<file path="src/rtl/memory_stage_pkg.sv">
// Shared encodings for the MEM stage: funct3 access sizes, writeBack select, FSM states.
package memory_stage_pkg;

    // Load funct3 encodings
    localparam logic [2:0] F3_LB  = 3'b000;
    localparam logic [2:0] F3_LH  = 3'b001;
    localparam logic [2:0] F3_LW  = 3'b010;
    localparam logic [2:0] F3_LBU = 3'b100;
    localparam logic [2:0] F3_LHU = 3'b101;

    // Store funct3 encodings
    localparam logic [2:0] F3_SB  = 3'b000;
    localparam logic [2:0] F3_SH  = 3'b001;
    localparam logic [2:0] F3_SW  = 3'b010;

    // writeBack result select
    localparam logic [2:0] MTR_DMEM   = 3'b000;
    localparam logic [2:0] MTR_IMMPC  = 3'b001;
    localparam logic [2:0] MTR_IMM    = 3'b010;
    localparam logic [2:0] MTR_PC4    = 3'b011;
    localparam logic [2:0] MTR_ALU    = 3'b100;

    typedef enum logic {IDLE, WAIT} state_t;

    // MEM/WB pipeline register contents
    typedef struct packed {
        logic        regWrite;
        logic        memRead;
        logic [2:0]  memtoReg;
        logic [4:0]  rd;
        logic [31:0] aluOut;
        logic [31:0] dataMemOut;
        logic [31:0] immediate;
        logic [31:0] imm_plus_pc_or_rs1;
        logic [31:0] pc_plus_four;
        logic [31:0] instr;
        logic        misalign;
        logic        bus_err;
    } memwb_t;

endpackage

</file>
<file path="src/rtl/memory_stage_load_store_align.sv">
// Byte-lane steering for stores and byte/half extraction plus extension for loads.
module load_store_align
    import memory_stage_pkg::*;
(
    input  logic [2:0]  funct3_i,
    input  logic [1:0]  addr_lo_i,
    input  logic        is_store_i,
    input  logic [31:0] rs2_i,
    input  logic [31:0] rdata_i,
    output logic [3:0]  wstrb_o,
    output logic [31:0] wdata_o,
    output logic [31:0] load_data_o
);

    logic [31:0] shifted;

    // Store lanes: replicate data across the word, strobe picks the lane(s)
    always_comb begin
        wstrb_o = 4'b0000;
        wdata_o = 32'h0;
        if (is_store_i) begin
            case (funct3_i)
                F3_SB: begin
                    wstrb_o = 4'b0001 << addr_lo_i;
                    wdata_o = {4{rs2_i[7:0]}};
                end
                F3_SH: begin
                    wstrb_o = addr_lo_i[1] ? 4'b1100 : 4'b0011;
                    wdata_o = {2{rs2_i[15:0]}};
                end
                F3_SW: begin
                    wstrb_o = 4'b1111;
                    wdata_o = rs2_i;
                end
                default: ;
            endcase
        end
    end

    // Load: bring the addressed byte/half to bit 0, then extend
    always_comb begin
        shifted     = rdata_i >> {addr_lo_i, 3'b000};
        load_data_o = 32'h0;
        case (funct3_i)
            F3_LB:   load_data_o = {{24{shifted[7]}}, shifted[7:0]};
            F3_LH:   load_data_o = {{16{shifted[15]}}, shifted[15:0]};
            F3_LW:   load_data_o = rdata_i;
            F3_LBU:  load_data_o = {24'h0, shifted[7:0]};
            F3_LHU:  load_data_o = {16'h0, shifted[15:0]};
            default: load_data_o = 32'h0;
        endcase
    end

endmodule

</file>
<file path="src/rtl/memory_stage.sv">
// RV32I MEM stage: dmem req/ack handshake with timeout, alignment, and the MEM/WB register.
module memory_stage
    import memory_stage_pkg::*;
#(
    parameter int TIMEOUT = 16,
    parameter int CNT_W   = 5
) (
    input  logic        clk,
    input  logic        rst_n,
    input  logic        memory_in_valid,
    input  logic        memory_in_regWrite,
    input  logic        memory_in_memRead,
    input  logic        memory_in_memWrite,
    input  logic [2:0]  memory_in_memtoReg,
    input  logic [31:0] memory_in_aluOut,
    input  logic [31:0] memory_in_rs2,
    input  logic [4:0]  memory_in_rd,
    input  logic [31:0] memory_in_instr,
    input  logic [31:0] memory_in_immediate,
    input  logic [31:0] memory_in_imm_plus_pc_or_rs1,
    input  logic [31:0] memory_in_pc_plus_four,
    output logic        dmem_req,
    output logic        dmem_we,
    output logic [31:0] dmem_addr,
    output logic [31:0] dmem_wdata,
    output logic [3:0]  dmem_wstrb,
    input  logic        dmem_ack,
    input  logic [31:0] dmem_rdata,
    output logic        memory_out_stall,
    output logic        memory_out_regWrite,
    output logic        memory_out_memRead,
    output logic [2:0]  memory_out_memtoReg,
    output logic [4:0]  memory_out_rd,
    output logic [31:0] memory_out_aluOut,
    output logic [31:0] memory_out_dataMemOut,
    output logic [31:0] memory_out_immediate,
    output logic [31:0] memory_out_imm_plus_pc_or_rs1,
    output logic [31:0] memory_out_pc_plus_four,
    output logic [31:0] memory_out_instr,
    output logic        memory_out_misalign,
    output logic        memory_out_bus_err
);

    state_t             state_q;
    logic [CNT_W-1:0]   cnt_q, cnt_d;
    memwb_t             memwb_q, memwb_d;

    logic [2:0]  funct3;
    logic        access, misalign, req_c, abort, stall;
    logic [31:0] load_data;

    assign funct3   = memory_in_instr[14:12];
    assign access   = memory_in_valid & (memory_in_memRead | memory_in_memWrite);
    assign misalign = access & (((funct3[1:0] == 2'b01) & memory_in_aluOut[0]) |
                                ((funct3[1:0] == 2'b10) & (memory_in_aluOut[1:0] != 2'b00)));
    assign req_c    = access & ~misalign;

    // cnt_d is the number of cycles this access has been waiting, including this one;
    // hitting TIMEOUT without ack aborts in the current cycle
    assign cnt_d    = (state_q == IDLE) ? CNT_W'(1) : cnt_q + CNT_W'(1);
    assign abort    = req_c & ~dmem_ack & (cnt_d == CNT_W'(TIMEOUT));
    assign stall    = req_c & ~dmem_ack & ~abort;

    // Request is gated by rst_n so an in-flight access drops the instant reset asserts
    assign dmem_req         = rst_n & req_c;
    assign dmem_we          = memory_in_memWrite;
    assign dmem_addr        = {memory_in_aluOut[31:2], 2'b00};
    assign memory_out_stall = stall;

    load_store_align u_align (
        .funct3_i    (funct3),
        .addr_lo_i   (memory_in_aluOut[1:0]),
        .is_store_i  (memory_in_memWrite),
        .rs2_i       (memory_in_rs2),
        .rdata_i     (dmem_rdata),
        .wstrb_o     (dmem_wstrb),
        .wdata_o     (dmem_wdata),
        .load_data_o (load_data)
    );

    // Access FSM: enter/stay in WAIT only while the request is stalled
    always_ff @(posedge clk or negedge rst_n) begin
        if (!rst_n) begin
            state_q <= IDLE;
            cnt_q   <= '0;
        end else if (stall) begin
            state_q <= WAIT;
            cnt_q   <= cnt_d;
        end else begin
            state_q <= IDLE;
            cnt_q   <= '0;
        end
    end

    // Next MEM/WB contents: bubble on stall or invalid input, else the completed instruction
    always_comb begin
        memwb_d = '0;
        if (memory_in_valid && !stall) begin
            memwb_d.regWrite           = memory_in_regWrite & ~memory_in_memWrite & ~misalign & ~abort;
            memwb_d.memRead            = memory_in_memRead & ~memory_in_memWrite;
            memwb_d.memtoReg           = memory_in_memtoReg;
            memwb_d.rd                 = memory_in_rd;
            memwb_d.aluOut             = memory_in_aluOut;
            memwb_d.dataMemOut         = (req_c & ~memory_in_memWrite & dmem_ack) ? load_data : 32'h0;
            memwb_d.immediate          = memory_in_immediate;
            memwb_d.imm_plus_pc_or_rs1 = memory_in_imm_plus_pc_or_rs1;
            memwb_d.pc_plus_four       = memory_in_pc_plus_four;
            memwb_d.instr              = memory_in_instr;
            memwb_d.misalign           = misalign;
            memwb_d.bus_err            = abort;
        end
    end

    // MEM/WB pipeline register
    always_ff @(posedge clk or negedge rst_n) begin
        if (!rst_n) memwb_q <= '0;
        else        memwb_q <= memwb_d;
    end

    assign memory_out_regWrite           = memwb_q.regWrite;
    assign memory_out_memRead            = memwb_q.memRead;
    assign memory_out_memtoReg           = memwb_q.memtoReg;
    assign memory_out_rd                 = memwb_q.rd;
    assign memory_out_aluOut             = memwb_q.aluOut;
    assign memory_out_dataMemOut         = memwb_q.dataMemOut;
    assign memory_out_immediate          = memwb_q.immediate;
    assign memory_out_imm_plus_pc_or_rs1 = memwb_q.imm_plus_pc_or_rs1;
    assign memory_out_pc_plus_four       = memwb_q.pc_plus_four;
    assign memory_out_instr              = memwb_q.instr;
    assign memory_out_misalign           = memwb_q.misalign;
    assign memory_out_bus_err            = memwb_q.bus_err;

endmodule

</file>
<file path="config.mk">
export PLATFORM = sky130hd
export DESIGN_NAME = memory_stage
export DESIGN_NICKNAME = d
export VERILOG_FILES = /design/src/rtl/memory_stage_pkg.sv /design/src/rtl/memory_stage_load_store_align.sv /design/src/rtl/memory_stage.sv
export SDC_FILE = /design/constraint.sdc
export NUM_CORES = 1
export LEC_CHECK = 0
export BUFFER_PORTS_ARGS = -buffer_cell sky130_fd_sc_hd__buf_2
export CORE_AREA = 2 2 202 204
export DETAILED_ROUTE_END_ITERATION = 8
export DIE_AREA = 0 0 204 206
export GPL_ROUTABILITY_DRIVEN = 0
export SETUP_SLACK_MARGIN = 0.05
export SLEW_MARGIN = 20
export SYNTH_ARGS = -nofsm -noshare
export SYNTH_HDL_FRONTEND = slang
export SYNTH_SLANG_ARGS = --single-unit
</file>
<file path="constraint.sdc">
create_clock -name clk -period 1.8 [get_ports clk]
set_clock_uncertainty 0.05 [all_clocks]
set_input_delay 0.36 -clock clk [delete_from_list [all_inputs] [get_ports clk]]
set_output_delay 0.36 -clock clk [all_outputs]
set_load 0.02 [all_outputs]
</file>
==> results of run 1 <==
[repair_timing]
item,4_1_cts,5_1_grt
resized for setup,66,126
endpoints found under the hold margin,361,0
cloned,1,11
pin swaps,12,15
hold buffers,152,0
setup buffers,11,5
endpoints found under the setup margin,196,203
[report_power, final]
group / switching (mW) / total, mW / internal [mW]
clock: 1.99 / 5.03 / 3.04
combinational: 1.36 / 2.43 / 1.07
sequential: 0.0632 / 5.01 / 4.94
total: 3.42 / 12.5 / 9.05
[worst reg2reg max path: cells and delay by family, from the launching register on]
kind / cells / cell delay, ns
AO/OA/AOI/OAI: 1 / 0.14
flip-flops: 1 / 0.41
XOR/XNOR: 1 / 0.18
buffers and inverters: 6 / 0.91
AND/OR/NAND/NOR: 2 / 0.37
[per-layer routing]
layer  global-route usage, %  vias to the layer above  share of wire [%]
li1                        -                     4082                  -
met1                    16.4                     4278                 38
met2                    26.7                      406                 51
met3                    3.86                       69                7.8
met4                    5.49                        4                3.3
met5                       0                        -              0.086
[area by class of cell]
class,count,area [sq um]
Antenna cell,1,2.50
Clock buffer,30,663
Clock inverter,11,151
Fill cell,3912,24800
Inverter,2,7.51
Multi-Input combinational cell,558,3380
Sequential cell,210,5260
Tap cell,532,666
Timing Repair Buffer,751,5280
[flip-flops by register name (all words and copies together), names as in the netlist, 3 cells and up]
register and cells:
memory_out_memtoReg 3, memory_out_pc_plus_four 32, cnt_q 5, memory_out_aluOut 32, memory_out_rd 5, memory_out_immediate 32, memory_out_imm_plus_pc_or_rs1 32, memory_out_dataMemOut 32
memory_out_instr 32
[path summary, 6_finish.rpt]
kind | start | to | slack, ns | cells after the start
min reg2reg | state_q$_DFF_PN0_ | cnt_q[0]$_DFF_PN0_ | 0.66 | 2
min in group asynchronous | rst_n | memory_out_misalign$_DFF_PN0_ | 0.48 | 3
max | cnt_q[2]$_DFF_PN0_ | memory_out_stall | -0.54 | 6
min | memory_in_pc_plus_four[27] | memory_out_pc_plus_four[27]$_DFF_PN0_ | 0.02 | 3
max in group asynchronous | rst_n | memory_out_aluOut[25]$_DFF_PN0_ | 0.67 | 3
max reg2reg | cnt_q[2]$_DFF_PN0_ | memory_out_aluOut[14]$_DFF_PN0_ | -0.33 | 10
[through the flow]
step                util, %  instance area, sq um
global placement       29.9                 12000
CTS                    36.6                 14700
floorplan                 -                  8760
finish                 38.3                 15400
global route           38.3                 15400
detailed placement     29.9                 12000
[cell families after synthesis]
logic type	share of synthesized area, %
simple gates	21.2
flops	61.8
buf+inv	6.18
compound gates	7.54
mux	3.00
fa+ha+maj	0.147
other cells	0.0441
xor+xnor	0.103
[cell usage in the layout, fill, tap and decap left out, drive strengths merged, types with 2 or more instances in the layout]
cell type	instances
a21o	16
a21oi	36
a22o	7
a22oi	14
a2bb2oi	7
a31oi	3
and2	8
and3	5
buf	591
bufinv	3
clkbuf	38
clkinv	7
conb	2
dfrtp	210
dlygate4sd3	152
inv	2
mux2	8
mux2i	12
mux4	2
nand2	190
nand2b	7
nand3	4
nand3b	3
nor2	190
nor2b	17
nor3	2
o2111ai	2
o21a	4
or2	9
==> metrics.md, run 1 <==
| Metric | Value |
|---|---|
| Final Instance Count excl. Fillers | `between 2000 and 2500` |
| Worst Path Buf+Inv | `3` |
| Area delta synth->final | `81.1%` |
| Largest net degree at the start of global routing | `approximately 110` |
| Pre-Repair DR Iteration Count | `5` |
| Num CTS Buffers | `24` |
| Max Slew Vio Count | `0` |
| Synth Warn # | `0` |
| Crit. End Element | `output pin` |
| Cell Pwr Density | `809 mW/mm^2` |
| Clock Root Buffer | `clkbuf_16` |
| Critical path peak fanout | `3` |
| Chip Height | `~210 um` |
| H-Tree Depth | `1` |
| Final WL | `around 35000 um` |
| Synth area leader | `dfrtp_1` |
| Pre-CTS setup slack | `-0.288 ns` |
| Max Freq | `between 0.4 and 0.5 GHz` |
| First-pass GRT wire length | `about 48000 um` |
| CP Cell Sequence | `buf_4, xor2_4, nor3_4, a31oi_4, buf_12, buf_8` |
| Vias post-DR | `between 8000 and 9000` |
| Total power | `roughly 12 mW` |
| 1st-iter DRT viols | `between 500 and 600` |
| Unrepaired setup endpoints after global routing | `yes` |
| CP Launch Type | `flop` |
| Total gr overflow | `0` |
| Core Area | `0.0402 sq mm` |
| CTS clk-pin slew, worst paths | `roughly 0.06 ns` |
| DRC viols | `0` |
| Vias per cell | `4.22` |
| Routed WL per cell | `between 15 and 20 um` |
| Minimum clock period | `2.34 ns` |
| Max-slew headroom | `between 20% and 30%` |
| Final WS setup | `-0.536 ns` |
| Die Width | `slightly above 200 um` |
| CP Data Required Time | `roughly 1.4 ns` |
| Most frequent cell after synthesis | `dfrtp_1` |
| Synthesis-stage register bit count | `between 200 and 250` |
| Vias in the first global route | `8868` |
| Class of the worst hold path | `primary input to flop` |
| Top cells by count, synth | `dfrtp_1, nand2_1, nor2_1, clkbuf_1, a21oi_1` |
| Ys async rst share | `100%` |
| Antenna violations before repair | `3` |
| CP max-delay cell | `dfrtp_1` |
| PortBufs | `slightly above 500` |
| Fin Setup TNS | `-29.47 ns` |
| Skew-Pair Late Insertion Delay | `0.53 ns` |
| Share of cells above drive strength 1 | `about half` |
| Prevailing post-synth register cell | `dfrtp_1` |
| Post-DRT Antenna Nets | `0` |
| Synthesized cell area | `about 0.0085 sq mm` |
| Synth top area share | `about three fifths` |
| Post-DP HPWL | `~23000 um` |
| Worst slew pin tran | `around 1.1 ns` |
| Outcome | `complete, but fails checks` |
| I/O pin total | `between 500 and 600` |
| Cells after Synth | `864` |
| Final period util | `130%` |
| Failing checks | `setup timing` |
| Row cnt | `74` |
| Seq/Total Area, Yosys | `about three fifths` |
| Crit path kind | `flop to output pin` |
| Leak | `between 8 and 9 nW` |
| Floorplan die area | `~0.042 sq mm` |
| TritonCTS clock tree | `built` |
| Distinct cell type count after synthesis | `between 40 and 50` |
| Clk sink count | `210` |
| GRT Total Usage | `approximately 15%` |
| Final setup violation count | `161` |
| Peak supply drop | `roughly 550 uV` |
| Nets | `1787` |
| Number of synthesized flops with an enable pin | `0` |
| Max Cap Violations | `0` |
| Initial Util | `21.2%` |
| Top delay family on crit path | `buffers and inverters` |
| Critical path arrival | `roughly 1.9 ns` |
| Ranking of synthesized cells by area | `dfrtp_1, nand2_1, nor2_1, buf_4, a21oi_1` |
| Hold_ws | `~0.024 ns` |
| Hold Fails Final Rpt | `0` |
| CP peak stage delay | `between 0.4 and 0.5 ns` |
| Avg Synthesized Cell Area | `roughly 10 sq um` |
| DP Cell Count | `~1900` |
| Clock Tree Buf Depth | `3` |
Note: power is estimated with default switching activity, not from simulation.
==> run 2: changes to the inputs <==
--- a/config.mk
+++ b/config.mk
@@ -7,6 +7,7 @@
 export LEC_CHECK = 0
 export BUFFER_PORTS_ARGS = -buffer_cell sky130_fd_sc_hd__buf_2
 export CORE_AREA = 2 2 202 204
+export CTS_BUF_LIST = sky130_fd_sc_hd__clkbuf_8 sky130_fd_sc_hd__clkbuf_16
 export DETAILED_ROUTE_END_ITERATION = 8
 export DIE_AREA = 0 0 204 206
 export GPL_ROUTABILITY_DRIVEN = 0
==> run 2 against run 1 <==
  * The run still ends with setup timing left
  * Global-route usage is the same
  * Combinational power grew 3%
  * Clock power about the same
  * Highest routed layer unchanged
==> metrics.md, run 2 (synthesis gave the netlist of run 1 again) <==
| Metric | Value |
|---|---|
| CTS clk-pin slew, worst paths | `0.06 ns (about the same)` |
| Die Width | `204 um (unchanged)` |
| Post-DP HPWL | `23300 um (unchanged)` |
| Largest net degree at the start of global routing | `112 (unchanged)` |
| Chip Height | `206 um (unchanged)` |
| Fin Setup TNS | `-29.46 ns (was -29.47 ns)` |
| Clk sink count | `210 (unchanged)` |
| Commonest non-fill, non-tap cell in the layout | `buf_2 (unchanged)` |
| DRC viols | `0 (unchanged)` |
| Cell Pwr Density | `801 mW/mm^2 (was 809 mW/mm^2)` |
| Outcome | `complete, but fails checks (unchanged)` |
| Clock Tree Buf Depth | `3 (unchanged)` |
| Clock Root Buffer | `clkbuf_16 (unchanged)` |
| Vias post-DR | `8868 (was 8839)` |
| CP max-delay cell | `dfrtp_1 (unchanged)` |
| CP Data Required Time | `1.39 ns (about the same)` |
| Max Freq | `0.428 GHz (about the same)` |
| Vias in the first global route | `8868 (unchanged)` |
| Nets | `1789 (was 1787)` |
| Failing checks | `setup timing (unchanged)` |
| Max Slew Vio Count | `0 (unchanged)` |
| Class of the worst hold path | `primary input to flop (unchanged)` |
| GRT Total Usage | `14.7% (unchanged)` |
| Reg2Reg Launch Point | `cnt_q[2]$_DFF_PN0_ (unchanged)` |
| Final Instance Count excl. Fillers | `2097 (was 2095)` |
| Total gr overflow | `0 (unchanged)` |
| Floorplan die area | `0.0420 sq mm (unchanged)` |
| Post-DRT Antenna Nets | `0 (unchanged)` |
| Critical path arrival | `1.92 ns (was 1.93 ns)` |
| Leak | `8.36 nW (was 8.27 nW)` |
| Crit path from | `cnt_q[2]$_DFF_PN0_ (unchanged)` |
| DP Cell Count | `1874 (unchanged)` |
| Area delta synth->final | `84.2% (was 81.1%)` |
| Dpl cell area | `0.0120 sq mm (unchanged)` |
| Skew-Pair Late Insertion Delay | `0.53 ns (about the same)` |
| First-pass GRT wire length | `48200 um (unchanged)` |
| Final period util | `130% (about the same)` |
| R2R setup slack | `-0.31 ns (was -0.33 ns)` |
| Max Cap Violations | `0 (unchanged)` |
| Final WS setup | `-0.535 ns (was -0.536 ns)` |
| Vias per cell | `4.23 (was 4.22)` |
| Routed WL per cell | `16.8 um (was 16.6 um)` |
| Share of cells above drive strength 1 | `51.2% (was 50.2%)` |
| H-Tree Depth | `1 (unchanged)` |
| Max-slew headroom | `25.9% (was 27.0%)` |
| PortBufs | `511 (unchanged)` |
| WHS Path Cells | `2 (was 3)` |
| I/O pin total | `514 (unchanged)` |
| CP peak stage delay | `0.41 ns (about the same)` |
| Pre-Repair DR Iteration Count | `4 (was 5)` |
| Final setup violation count | `164 (was 161)` |
| Pre-CTS setup slack | `-0.288 ns (unchanged)` |
| Crit path kind | `flop to output pin (unchanged)` |
| CP Launch Type | `flop (unchanged)` |
| 1st-iter DRT viols | `543 (was 527)` |
| Hold Crit Start | `dmem_rdata[27] (was memory_in_pc_plus_four[27])` |
| Fin area | `0.0157 sq mm (was 0.0154 sq mm)` |
| Hold Fails Final Rpt | `0 (unchanged)` |
| TritonCTS clock tree | `built (unchanged)` |
| Crit. End Element | `output pin (unchanged)` |
| Antenna violations before repair | `3 (unchanged)` |
| Most frequent cells in the layout | `buf_2, dfrtp_1, nand2_1 (unchanged)` |
| Hold EP | `memory_out_dataMemOut[27]$_DFF_PN0_ (was memory_out_pc_plus_four[27]$_DFF_PN0_)` |
| CP Cell Sequence | `buf_4, xor2_4, nor3_4, a31oi_4, buf_12, buf_8 (unchanged)` |
| Unrepaired setup endpoints after global routing | `yes (unchanged)` |
| Core Area | `0.0402 sq mm (unchanged)` |
| Initial Util | `21.2% (unchanged)` |
| Critical path peak fanout | `3 (unchanged)` |
| R2r endpoint | `memory_out_immediate[2]$_DFF_PN0_ (was memory_out_aluOut[14]$_DFF_PN0_)` |
| Minimum clock period | `2.33 ns (was 2.34 ns)` |
| Final WL | `35300 um (was 34800 um)` |
| Num CTS Buffers | `24 (unchanged)` |
| R2R cell count | `10 (unchanged)` |
| Worst slew pin tran | `1.11 ns (was 1.09 ns)` |
| Row cnt | `74 (unchanged)` |
| Peak supply drop | `547 uV (was 548 uV)` |
-- run 2: cell count changes in the layout (fill, tap and decap cells not counted), moves of 3 or more --
cell | previous run | this run
buf_6 | 24 | 43
nand2_2 | 3 | 8
nand2_4 | 1 | 4
nand2_1 | 186 | 178
buf_2 | 492 | 474
and2_2 | 7 | 1
a21oi_4 | 13 | 16
a21oi_1 | 19 | 15
and2_4 | 0 | 6
-- run 2: per-layer routing --
layer	track usage, %	vias to the layer above	share of wire [%]
met5	0	-	0.085
met4	5.49	4	3.1
met3	3.86	65	7.8
li1	-	4080	-
met1	16.4	4301	38
met2	26.7	418	51
-- run 2: what timing repair did --
action | CTS | global route
cloned | 1 | 12
setup endpoints to repair | 196 | 203
pin swaps | 12 | 29
hold buffers | 152 | 0
resized for setup | 66 | 196
buffers inserted | 11 | 6
hold endpoints to repair | 361 | 0
-- run 2: how the worst max path moves through the flow --
stage	to	cells after the start
after global routing	memory_out_stall	6
after detailed placement	memory_out_dataMemOut[26]$_DFF_PN0_	5
after CTS	memory_out_stall	6
final	memory_out_stall	6
after floorplan	memory_out_dataMemOut[22]$_DFF_PN0_	6
after global placement	memory_out_dataMemOut[19]$_DFF_PN0_	5
-- run 2: worst max-delay path, delay by kind of cell, from the launching register on --
kind / cells / cell delay [ns]
compound gates: 1 / 0.14
xor+xnor: 1 / 0.18
buf+inv: 3 / 0.44
flops: 1 / 0.41
simple gates: 1 / 0.23
-- run 2: final cells by class --
cell class,instances,area [sq um]
tap,532,666
antenna,1,2.50
clock buffer,28,656
inverter,2,7.51
timing repair buffer,753,5440
fill,3864,24500
sequential,210,5260
clock inverter,13,159
multi-input combinational,558,3490
-- run 2: metrics by stage --
stage | power (mW) | util [%] | hold WS [ns]
2_1_floorplan | 6.08 | - | 0.0144
3_3_place_gp | 6.97 | 29.9 | 0.393
3_5_place_dp | 6.99 | 29.9 | 0.404
4_1_cts | 12.5 | 36.6 | 0.0000247
5_1_grt | 13.1 | 39.0 | 0.00103
6_report | 12.5 | 39.0 | 0.0226
-- run 2: power by group --
part | internal (mW) | switching (mW)
logic | 1.11 | 1.39
clock network | 3.03 | 2.01
registers | 4.94 | 0.0637
==> run 3: changes to the inputs <==
--- a/config.mk
+++ b/config.mk
@@ -6,13 +6,17 @@
 export NUM_CORES = 1
 export LEC_CHECK = 0
 export BUFFER_PORTS_ARGS = -buffer_cell sky130_fd_sc_hd__buf_2
-export CORE_AREA = 2 2 202 204
+export CELL_PAD_IN_SITES_DETAIL_PLACEMENT = 0
+export CELL_PAD_IN_SITES_GLOBAL_PLACEMENT = 1
+export CORE_AREA = 2 2 197 199
 export CTS_BUF_LIST = sky130_fd_sc_hd__clkbuf_8 sky130_fd_sc_hd__clkbuf_16
 export DETAILED_ROUTE_END_ITERATION = 8
-export DIE_AREA = 0 0 204 206
+export DIE_AREA = 0 0 199 201
 export GPL_ROUTABILITY_DRIVEN = 0
+export PLACE_DENSITY_LB_ADDON = 0.1
 export SETUP_SLACK_MARGIN = 0.05
 export SLEW_MARGIN = 20
 export SYNTH_ARGS = -nofsm -noshare
 export SYNTH_HDL_FRONTEND = slang
+export SYNTH_HIERARCHICAL = 1
 export SYNTH_SLANG_ARGS = --single-unit
==> run 3 against run 2 <==
  * The run ends with hold timing, setup timing left
  * Setup slack improved by 0.13 ns
  * Cell count rose by 1.6%
  * First-iteration DRC count decreased by 49%
  * Clock power down 1%
  * Sequential power is essentially flat
  * Total power is 0.41% higher
  * Via count is 0.44% lower
  * Wire length is 7.1% higher
  * Maximum frequency up 5.8%
==> metrics.md, run 3 <==
| Metric | Value |
|---|---|
| Fin Setup TNS | `-40.32 ns (was -29.46 ns)` |
| Ranking of synthesized cells by area | `dfrtp_1, nor2_1, nand2_1, buf_4, and2_1 (was dfrtp_1, nand2_1, nor2_1, buf_4, a21oi_1)` |
| Clock Root Buffer | `clkbuf_16 (unchanged)` |
| Post-DP HPWL | `25600 um (was 23300 um)` |
| Pre-Repair DR Iteration Count | `4 (unchanged)` |
| Vias in the first global route | `9058 (was 8868)` |
| Outcome | `complete, but fails checks (unchanged)` |
| Critical path peak fanout | `3 (unchanged)` |
| Unrepaired setup endpoints after global routing | `yes (unchanged)` |
| Crit. End Element | `output pin (unchanged)` |
| CP Launch Type | `flop (unchanged)` |
| Initial Util | `23.0% (was 21.2%)` |
| Synth area leader | `dfrtp_1 (unchanged)` |
| Util after Layout | `41.7% (was 39.0%)` |
| Max layer used | `met5 (unchanged)` |
| Critical path arrival | `1.80 ns (was 1.92 ns)` |
| Top cells by count, synth | `dfrtp_1, nor2_1, nand2_1, a21oi_1, and2_1 (was dfrtp_1, nand2_1, nor2_1, clkbuf_1, a21oi_1)` |
| Seq/Total Area, Yosys | `59.8% (was 61.8%)` |
| Ys async rst share | `100% (unchanged)` |
| Synthesis-stage register bit count | `210 (unchanged)` |
| TritonCTS clock tree | `built (unchanged)` |
| Prevailing post-synth register cell | `dfrtp_1 (unchanged)` |
| Synth top area share | `59.8% (was 61.8%)` |
| Met1 Routed Length | `15200 um (was 13400 um)` |
| Num CTS Buffers | `25 (was 24)` |
| First-pass GRT wire length | `54200 um (was 48200 um)` |
| Most frequent cell after synthesis | `dfrtp_1 (unchanged)` |
| Final setup violation count | `171 (was 164)` |
| H-Tree Depth | `1 (unchanged)` |
| Peak supply drop | `758 uV (was 547 uV)` |
| Nets | `1836 (was 1789)` |
| Routed wl met3 | `2670 um (was 2760 um)` |
| Class of the worst hold path | `primary input to asynchronous set/reset pin (was primary input to flop)` |
| DRC viols | `0 (unchanged)` |
| Max-slew headroom | `37.4% (was 25.9%)` |
| Max Cap Violations | `0 (unchanged)` |
| I/O pin total | `514 (unchanged)` |
| Worst slew pin tran | `0.939 ns (was 1.11 ns)` |
| Failing checks | `hold timing, setup timing (was setup timing)` |
| Cells after Synth | `909 (was 864)` |
| Core Area | `0.0381 sq mm (was 0.0402 sq mm)` |
| Fin area | `0.0159 sq mm (was 0.0157 sq mm)` |
| Clk sink count | `210 (unchanged)` |
| Detail Route met2 WL | `19200 um (was 18000 um)` |
| Minimum clock period | `2.21 ns (was 2.33 ns)` |
| Commonest non-fill, non-tap cell in the layout | `buf_2 (unchanged)` |
| Share of cells above drive strength 1 | `52.8% (was 51.2%)` |
| Post-DRT Antenna Nets | `0 (unchanged)` |
| PortBufs | `511 (unchanged)` |
| FF+latch area | `0.00526 sq mm (about the same)` |
| Chip Height | `201 um (was 206 um)` |
| FILL cells | `3858 (was 3864)` |
| GRT Total Usage | `17.6% (was 14.7%)` |
| Crit path kind | `flop to output pin (unchanged)` |
| Clock Tree Buf Depth | `3 (unchanged)` |
| Largest net degree at the start of global routing | `114 (was 112)` |
| Final period util | `123% (was 130%)` |
| Most frequent cells in the layout | `buf_2, dfrtp_1, nand2_1 (unchanged)` |
| Row cnt | `72 (was 74)` |
| Die Width | `199 um (was 204 um)` |
| Final WL | `37800 um (was 35300 um)` |
| Dpl cell area | `0.0121 sq mm (was 0.0120 sq mm)` |
| Pre-CTS setup slack | `-0.479 ns (was -0.288 ns)` |
| Hold Fails Final Rpt | `3 (was 0)` |
| CTS clk-pin slew, worst paths | `0.06 ns (about the same)` |
| 1st-iter DRT viols | `277 (was 543)` |
| Avg Synthesized Cell Area | `9.66 sq um (was 9.85 sq um)` |
| Distinct cell type count after synthesis | `44 (was 41)` |
| Synthesized cell area | `0.00878 sq mm (was 0.00851 sq mm)` |
| Skew-Pair Late Insertion Delay | `0.53 ns (about the same)` |
| Max Freq | `0.453 GHz (was 0.428 GHz)` |
| Antenna violations before repair | `4 (was 3)` |
| R2R setup slack | `-0.31 ns (about the same)` |
| CP Data Required Time | `1.39 ns (about the same)` |
| Footprint of the multi-input gates | `0.00365 sq mm (was 0.00349 sq mm)` |
| Floorplan die area | `0.0400 sq mm (was 0.0420 sq mm)` |
| Max Slew Vio Count | `0 (unchanged)` |
| Vias post-DR | `8829 (was 8868)` |
| Routed WL per cell | `17.7 um (was 16.8 um)` |
| Final WS setup | `-0.408 ns (was -0.535 ns)` |
| Cell Pwr Density | `792 mW/mm^2 (was 801 mW/mm^2)` |
| Number of synthesized flops with an enable pin | `0 (unchanged)` |
| Area delta synth->final | `81.0% (was 84.2%)` |
| Synth Warn # | `6 (was 0)` |
| Total gr overflow | `0 (unchanged)` |
| Vias per cell | `4.14 (was 4.23)` |
| Leak | `8.40 nW (was 8.36 nW)` |
| Hold_ws | `-0.00912 ns (was 0.0226 ns)` |
[run 3: through the flow]
| stage | hold slack (ns) | instances | total power, mW |
|---|---|---|---|
| after detailed placement | 0.135 | 1904 | 7.08 |
| after global routing | 0.0102 | 2130 | 13.2 |
| after floorplan | 0.0144 | 910 | 6.13 |
| final | -0.00912 | 2131 | 12.6 |
| after global placement | 0.133 | 1904 | 7.09 |
| after CTS | 0.00215 | 2110 | 12.6 |
[run 3: path summary, 6_finish.rpt]
path / cells after the start / to / start
setup / recovery: 5 / memory_out_stall / cnt_q[0]$_DFF_PN0_
hold / removal: 2 / memory_out_rd[4]$_DFF_PN0_ / rst_n
setup reg to reg: 10 / memory_out_pc_plus_four[24]$_DFF_PN0_ / cnt_q[0]$_DFF_PN0_
hold reg to reg: 2 / cnt_q[0]$_DFF_PN0_ / state_q$_DFF_PN0_
max in group asynchronous: 3 / memory_out_immediate[26]$_DFF_PN0_ / rst_n
min in group clk: 3 / memory_out_imm_plus_pc_or_rs1[18]$_DFF_PN0_ / memory_in_imm_plus_pc_or_rs1[18]
[run 3: kinds of logic after synthesis]
logic type                 synth area share [%]
adders and majority gates                 0.142
DFF                                        59.8
other                                    0.0427
AOI/OAI and AO/OA                          8.75
buffers and inverters                      7.08
and+or+nand+nor                            22.7
muxes                                      1.27
xor gates and xnor gates                  0.200
[run 3: metal layers]
metal  GRT usage [%]  up-vias
met3            4.72       45
met5               0        -
met1            21.0     4221
met2            31.5      324
met4            3.78        4
li1                -     4235
[run 3: report_power, final]
group,switching (mW),leakage [nW],internal [mW]
registers,0.0561,2.77,4.94
clock network,1.99,0.423,2.98
logic,1.45,5.20,1.17
total,3.50,8.40,9.10
[run 3: cell type report]
type,count,share of cell area [%]
antenna,2,0.0315
clock buffer,30,4.37
clock inverter,12,0.630
inverter,3,0.0708
multi-input combinational,600,23.0
sequential,210,33.1
tap,518,4.08
timing repair buffer,756,34.8
[run 3: worst max-delay path, cell delays in order, from the launching register on]
cell and delay [ns]:
dfrtp_2 0.44, ha_4 0.20, xor2_4 0.16, nor3_4 0.18, a31oi_4 0.12, buf_6 0.16
[run 3: repair_timing]
item / 4_1_cts / 5_1_grt
cloned: 8 / 13
hold endpoints to repair: 279 / 0
endpoints found under the setup margin: 204 / 283
pin swaps: 15 / 4
gates resized for setup: 109 / 159
hold buffers: 145 / 0
buffers inserted: 11 / 9
